File: src/rtl/speed_step_controller.sv
// Speed ramp controller: a level accelerate/brake request FSM with a tick prescaler
// that steps SPEED up by one or down by BRAKE_STEP once every STEP_DIV cycles.
//
//   state  | meaning
//   -------+-----------------------------------------------
//   IDLE   | stopped, waiting for an accelerate request
//   ACCEL  | SPEED += 1 per tick, saturating at MAX_SPEED
//   CRUISE | SPEED held
//   BRAKE  | SPEED -= BRAKE_STEP per tick, saturating at 0
module speed_step_controller #(
  parameter int WIDTH      = 8,
  parameter int MAX_SPEED  = 120,
  parameter int STEP_DIV   = 4,
  parameter int BRAKE_STEP = 2
) (
  input  logic             CLK,
  input  logic             CLR_BAR,
  input  logic             ACCEL_REQ,
  input  logic             BRAKE_REQ,
  output logic [WIDTH-1:0] SPEED,
  output logic [1:0]       STATE,
  output logic             AT_LIMIT,
  output logic             STOPPED,
  output logic             REQ_CONFLICT
);

  localparam int              CW        = (STEP_DIV > 2) ? $clog2(STEP_DIV) : 1;
  localparam logic [CW-1:0]   TICK_LAST = CW'(STEP_DIV - 1);
  localparam logic [WIDTH-1:0] SPEED_MAX = WIDTH'(MAX_SPEED);
  localparam logic [WIDTH-1:0] SPEED_DEC = WIDTH'(BRAKE_STEP);

  typedef enum logic [1:0] {
    IDLE   = 2'b00,
    ACCEL  = 2'b01,
    CRUISE = 2'b10,
    BRAKE  = 2'b11
  } state_t;

  state_t           state;
  state_t           state_nxt;
  logic [CW-1:0]    tick_cnt;
  logic             tick;
  logic [WIDTH-1:0] speed_nxt;

  assign tick = (tick_cnt == TICK_LAST);

  // Brake wins over everything, including a simultaneous accelerate request.
  always_comb begin
    state_nxt = state;
    if (BRAKE_REQ) begin
      state_nxt = BRAKE;
    end else begin
      case (state)
        IDLE:    state_nxt = ACCEL_REQ ? ACCEL : IDLE;
        ACCEL:   state_nxt = ACCEL_REQ ? ACCEL : ((SPEED != '0) ? CRUISE : IDLE);
        CRUISE:  state_nxt = ACCEL_REQ ? ACCEL : CRUISE;
        BRAKE:   state_nxt = (SPEED == '0) ? IDLE : (ACCEL_REQ ? ACCEL : CRUISE);
        default: state_nxt = IDLE;
      endcase
    end
  end

  always_comb begin
    speed_nxt = SPEED;
    if (tick) begin
      case (state)
        ACCEL:   speed_nxt = (SPEED < SPEED_MAX) ? SPEED + WIDTH'(1) : SPEED;
        BRAKE:   speed_nxt = (SPEED > SPEED_DEC) ? SPEED - SPEED_DEC : '0;
        default: speed_nxt = SPEED;
      endcase
    end
  end

  // The prescaler restarts on every state change so a freshly entered state
  // always waits a full STEP_DIV cycles before its first step.
  always_ff @(posedge CLK or negedge CLR_BAR) begin
    if (!CLR_BAR) begin
      state        <= IDLE;
      tick_cnt     <= '0;
      SPEED        <= '0;
      REQ_CONFLICT <= 1'b0;
    end else begin
      state        <= state_nxt;
      SPEED        <= speed_nxt;
      REQ_CONFLICT <= ACCEL_REQ & BRAKE_REQ;
      if ((state_nxt != state) || tick) begin
        tick_cnt <= '0;
      end else begin
        tick_cnt <= tick_cnt + CW'(1);
      end
    end
  end

  assign STATE    = state;
  assign AT_LIMIT = (SPEED == SPEED_MAX);
  assign STOPPED  = (SPEED == '0);

endmodule

File: config.mk
export PLATFORM = sky130hd
export DESIGN_NAME = speed_step_controller
export DESIGN_NICKNAME = d
export VERILOG_FILES = /design/src/rtl/speed_step_controller.sv
export SDC_FILE = /design/constraint.sdc
export NUM_CORES = 1
export LEC_CHECK = 0
export CAP_MARGIN = 0
export CORE_MARGIN = 10
export CORE_UTILIZATION = 40
export CTS_BUF_LIST = sky130_fd_sc_hd__clkbuf_4
export DETAILED_ROUTE_END_ITERATION = 7
export HOLD_SLACK_MARGIN = 0.06
export PLACE_DENSITY = 0.67
export SLEW_MARGIN = 20
export SYNTH_ARGS = -nofsm -noshare
export SYNTH_HDL_FRONTEND = slang
export SYNTH_SLANG_ARGS = --single-unit
File: constraint.sdc
create_clock -name CLK -period 2.3 [get_ports CLK]
set_input_delay 0.345 -clock CLK [delete_from_list [all_inputs] [get_ports CLK]]
set_output_delay 0.345 -clock CLK [all_outputs]
set_load 0.02 [all_outputs]
==> metrics, run 1 <==
clk_skew 0.000649 ns; status finished clean; Die W 68.8 um; H-tree levels 1; most common cell after layout, fill and taps aside clkdlybuf4s50_1; number of DRC markers after the initial detailed-route iteration 35; CP Class register to output port; CTS root buf clkbuf_4; syn_nets 118; startpoint class of the critical path register; CTS Buffer Depth 2; HPWL reported at the end of detailed placement 1.79 mm; Setup TNS 0 ns; CP bufs+invs 1; row count 17; Worst Path Max Fanout 4; Worst path slowest cell or4_4; PwrDens 944 nW/um^2; DRT Wirelength 2.42 mm; GRT Total Usage 0.106; sequential area share after synthesis 0.342; routed vias 919; first-pass GRT wire length 3.80 mm; Hold Fails Final Rpt 0; Skew-Pair Late Insertion Delay 0.27 ns; mean routed wirelength per cell 15.7 um; Final Slew Violations 0; vias in the first global route 811; CP cell instances or4_4 > nor3_2 > dlygate4sd2_1; Simple-Gate Fraction of Synth Area 0.287; mux contribution to synthesized area 0; Worst VDD drop 0.751 mV; PortBufs 16; Crit path max-delay family simple AND/OR/NAND/NOR gates; Die Ht 68.8 um; RSZ-0062 raised after global routing no; synthesized area 951 sq um; GRT Residual Overflow 0; Worst EP arrival 1.83 ns; post-layout instance area 1160 sq um; # diodes 0; IO Pins 17; Synth Area in Adders 0.0789; commonest register cell after synthesis dfrtp_1; Area Overhead vs Synth 22.5%; Cell Area, Placed 1140 sq um; CTS Hold Bufs 0; vias per cell 5.97; cell count after synthesis 108; Sink Count 13; clock-pin transition on the worst setup and hold timing paths 0.07 ns; GPL Wtd Cong 0.846; CP endpoint kind output port; TritonCTS Buffers 3; final setup violation count 0; share of layout cells above drive strength 1 0.119; Tmin final 2.18 ns; yosys warns 0; LEAKAGE 0.486 nW; FFs w/ async S/R, synth 1.00; Residual DRC 0; Yosys reg bits 13; crit share post-route 0.948; Unique masters post-synth 40; Max-slew headroom 0.571; largest family of logic cells by synthesized area simple AND/OR/NAND/NOR gates; Avg Cell Area, Syn 8.80 sq um; antenna viol nets, final 0; 1st-pass router iterations 4; fmax 459 MHz; WP data required 1.96 ns; Synth Area in Compound Gates 0.224; Hold Crit Class input pin to async pin; Worst path max stage delay 0.58 ns; most frequent cells in the layout 14 x clkdlybuf4s50_1, 13 x dfrtp_1, 11 x nor2_1, 9 x nand2_1, 7 x nand4_1; Tot Pwr 1.10 mW; antenna violations before repair 0; Post-synth EDFFs 0; largest net degree at the start of global routing 14; Initial Util 0.426; Max Cap Viol 0; # nets final 137; Core Area 2230 sq um; die area 4730 sq um; TritonCTS clock tree built; Post-Synth XOR/XNOR Area 0; Worst-Margin Slew 0.641 ns
==> synth_stat cells, types with 2 or more instances <==
master / count / area (sq um)
o21ai_0: 5 / 25.0
nand3_1: 3 / 15.0
a21oi_1: 3 / 15.0
nand2b_1: 3 / 18.8
buf_2: 4 / 20.0
nor3_2: 2 / 20.0
nand2_1: 9 / 33.8
inv_1: 5 / 18.8
dfrtp_1: 13 / 325
buf_6: 2 / 22.5
nor3_1: 2 / 10.0
o211ai_1: 4 / 30.0
ha_1: 6 / 75.1
nor2_1: 11 / 41.3
nor4_1: 2 / 12.5
nand4_1: 7 / 43.8
and2_1: 4 / 25.0
==> metal layers <==
metal  wire [um]  part of all wire  GRT usage
met4          29             0.012     0.0345
met1        1040              0.43      0.128
met5           0                 0          0
met2        1130              0.47      0.167
met3         220             0.091     0.0467
==> power by group <==
group	total (mW)	switching (mW)	internal, mW
clock network	0.151	0.0715	0.0791
logic	0.603	0.350	0.252
registers	0.346	0.0620	0.284
total	1.10	0.484	0.615
==> metrics by stage <==
stage,utilization,setup WS (ns),std cells,hold slack (ns)
2_1_floorplan,-,0.293,108,0.0494
3_3_place_gp,0.509,0.142,150,0.424
3_5_place_dp,0.509,0.133,150,0.434
4_1_cts,0.522,0.109,154,0.439
5_1_grt,0.522,0.0372,154,0.461
6_report,0.522,0.121,154,0.428
==> cell type report <==
class                   instances  area [sq um]
fillers                       216          1070
inverters                       5          18.8
repair buffers                 21           195
multi-input cells              83           561
well taps                      28          35.0
flip-flops and latches         13           325
clock buffers                   4          30.0
==> worst paths after layout <==
| check | to | cells past startpoint | startpoint | slack (ns) |
|---|---|---|---|---|
| max reg2reg | SPEED[3] | 4 | SPEED[6] | 0.49 |
| min | REQ_CONFLICT | 1 | CLR_BAR | 0.43 |
| max in group asynchronous | SPEED[2] | 1 | CLR_BAR | 1.51 |
| max | STOPPED | 3 | SPEED[6] | 0.12 |
| min in group CLK | tick_cnt[0] | 1 | tick_cnt[0] | 0.44 |
| min reg2reg | tick_cnt[0] | 1 | tick_cnt[0] | 0.44 |
==> cell families after synthesis <==
| logic type | Yosys count |
|---|---|
| flops | 13 |
| compound gates | 27 |
| buf+inv | 12 |
| simple gates | 50 |
| fa+ha+maj | 6 |
==> repair_timing <==
action | in CTS | in global routing
resized for setup | 2 | 0
setup endpoints to repair | 2 | 0
buffers inserted | 0 | 0
==> sequential cells by signal, indices dropped and copies added (netlist names) <==
| name | cells |
|---|---|
| tick_cnt | 2 |
| STATE | 2 |
| REQ_CONFLICT | 1 |
| SPEED | 8 |
(Power assumes the default switching activity.)
==> run 2: changes to the inputs <==
CORE_MARGIN = unset   (was 10)
==> run 2 against run 1 <==
  * Register-to-register slack got worse by 0.02 ns
  * Via count decreased by 0.54%
  * Clock-buffer cell count did not move
  * Critical path type unchanged
  * Highest routed layer unchanged
==> metrics, run 2 (synthesis gave the netlist of run 1 again) <==
status finished clean; RSZ-0062 raised after global routing no; CTS Hold Bufs 0 (unchanged); CP bufs+invs 1 (unchanged); CP cell instances or4_4 > nor3_2 > dlygate4sd2_1; vias in the first global route 851 (+4.9%); most frequent cells in the layout 14 x clkdlybuf4s50_1, 13 x dfrtp_1, 11 x nor2_1, 9 x nand2_1, 7 x nand4_1; Die Ht 50.8 um (-26%); Top reg by flops SPEED; Die W 50.8 um (-26%); Hold Crit Class input pin to async pin; TritonCTS clock tree built; Skew-Pair Late Insertion Delay 0.27 ns (about the same); number of flip-flops under the largest register name 8 (unchanged); Max-slew headroom 0.603 (+0.0317); Sink Count 13 (unchanged); # diodes 0 (unchanged); Worst VDD drop 0.628 mV (-16%); Area Overhead vs Synth 22.5% (unchanged); routed vias 914 (-0.54%); die area 2580 sq um (-46%); GRT Total Usage 0.209 (+0.103); LEAKAGE 0.486 nW (unchanged); final setup violation count 0 (unchanged); Final Slew Violations 0 (unchanged); CP endpoint kind output port; Setup Buffers After CTS 0 (unchanged); Initial Util 0.426 (unchanged); PortBufs 16 (unchanged); IO Pins 17 (unchanged); Worst Path Max Fanout 4 (unchanged); Tot Pwr 1.09 mW (-1.0%); PwrDens 934 nW/um^2 (-1.0%); Residual DRC 0 (unchanged); crit share post-route 0.947 (about the same); largest net degree at the start of global routing 14 (unchanged); vias per cell 5.94 (-0.54%); fmax 459 MHz (about the same); GRT Residual Overflow 0 (unchanged); row count 17 (unchanged); CP Class register to output port; Core Area 2230 sq um (unchanged); GPL Wtd Cong 0.834 (-1.4%); antenna violations before repair 0 (unchanged); first-pass GRT wire length 3.95 mm (+4.0%); most common cell after layout, fill and taps aside clkdlybuf4s50_1; WP data required 1.96 ns (about the same); Hold Fails Final Rpt 0 (unchanged); number of DRC markers after the initial detailed-route iteration 23 (-34%); DRT Wirelength 2.28 mm (-6.1%); Crit path max-delay family simple AND/OR/NAND/NOR gates; Max Cap Viol 0 (unchanged); TritonCTS Buffers 3 (unchanged); CTS root buf clkbuf_4; HPWL reported at the end of detailed placement 1.71 mm (-4.7%); post-cts sizing count 2 (unchanged); Worst-Margin Slew 0.594 ns (-0.0466 ns); clock-pin transition on the worst setup and hold timing paths 0.07 ns (about the same); mean routed wirelength per cell 14.8 um (-6.1%); antenna viol nets, final 0 (unchanged); H-tree levels 1 (unchanged); Worst path max stage delay 0.58 ns (about the same); 1st-pass router iterations 4 (unchanged); # nets final 137 (unchanged); Worst path slowest cell or4_4; clk_skew 0.000572 ns (-0.0000766 ns); Setup TNS 0 ns (unchanged); Tmin final 2.18 ns (-0.00104 ns); CTS Buffer Depth 2 (unchanged); Worst EP arrival 1.83 ns (about the same); share of layout cells above drive strength 1 0.119 (unchanged); fillcell total 223 (+3.2%); startpoint class of the critical path register
-- run 2: cell type report --
class,count,area [sq um],share of cell area
multi-input cells,83,561,0.481
well taps,28,35.0,0.0301
repair buffers,21,195,0.168
clock buffers,4,30.0,0.0258
flip-flops and latches,13,325,0.279
inverters,5,18.8,0.0161
-- run 2: per-layer routing --
metal / global-route usage / vias to the layer above / part of all wire
met5: 0 / - / 0
met2: 0.331 / 39 / 0.49
met1: 0.272 / 430 / 0.43
met3: 0.0606 / 4 / 0.070
li1: - / 441 / -
met4: 0.0648 / 0 / 0.011
-- run 2: stage by stage --
| step | area (sq um) | worst slack, ns | utilization | hold slack (ns) | instances |
|---|---|---|---|---|---|
| detailed placement | 1140 | 0.126 | 0.509 | 0.448 | 150 |
| finish | 1160 | 0.122 | 0.522 | 0.441 | 154 |
| global route | 1160 | 0.0475 | 0.522 | 0.486 | 154 |
| global placement | 1140 | 0.142 | 0.509 | 0.424 | 150 |
| floorplan | 951 | 0.293 | - | 0.0494 | 108 |
| CTS | 1160 | 0.102 | 0.522 | 0.459 | 154 |
-- run 2: worst paths after layout --
path                                 to  cells past startpoint   startpoint  slack, ns
max                             STOPPED                      3     SPEED[6]       0.12
min in group CLK            tick_cnt[0]                      1  tick_cnt[0]       0.46
max reg2reg                    SPEED[3]                      4     SPEED[6]       0.47
max in group asynchronous      SPEED[1]                      1      CLR_BAR       1.48
min reg2reg                 tick_cnt[0]                      1  tick_cnt[0]       0.46
min                        REQ_CONFLICT                      1      CLR_BAR       0.44
-- run 2: power breakdown --
group / internal (mW) / switching (mW) / total [mW]
Combinational: 0.250 / 0.342 / 0.591
Clock: 0.0791 / 0.0728 / 0.152
Sequential: 0.284 / 0.0607 / 0.345
Total: 0.613 / 0.475 / 1.09
==> run 3: changes to the inputs <==
ABC_CLOCK_PERIOD_IN_PS = 2300   (was unset)
==> results of run 3 <==
The final DEF is identical to that of run 2; final timing and power are the same.
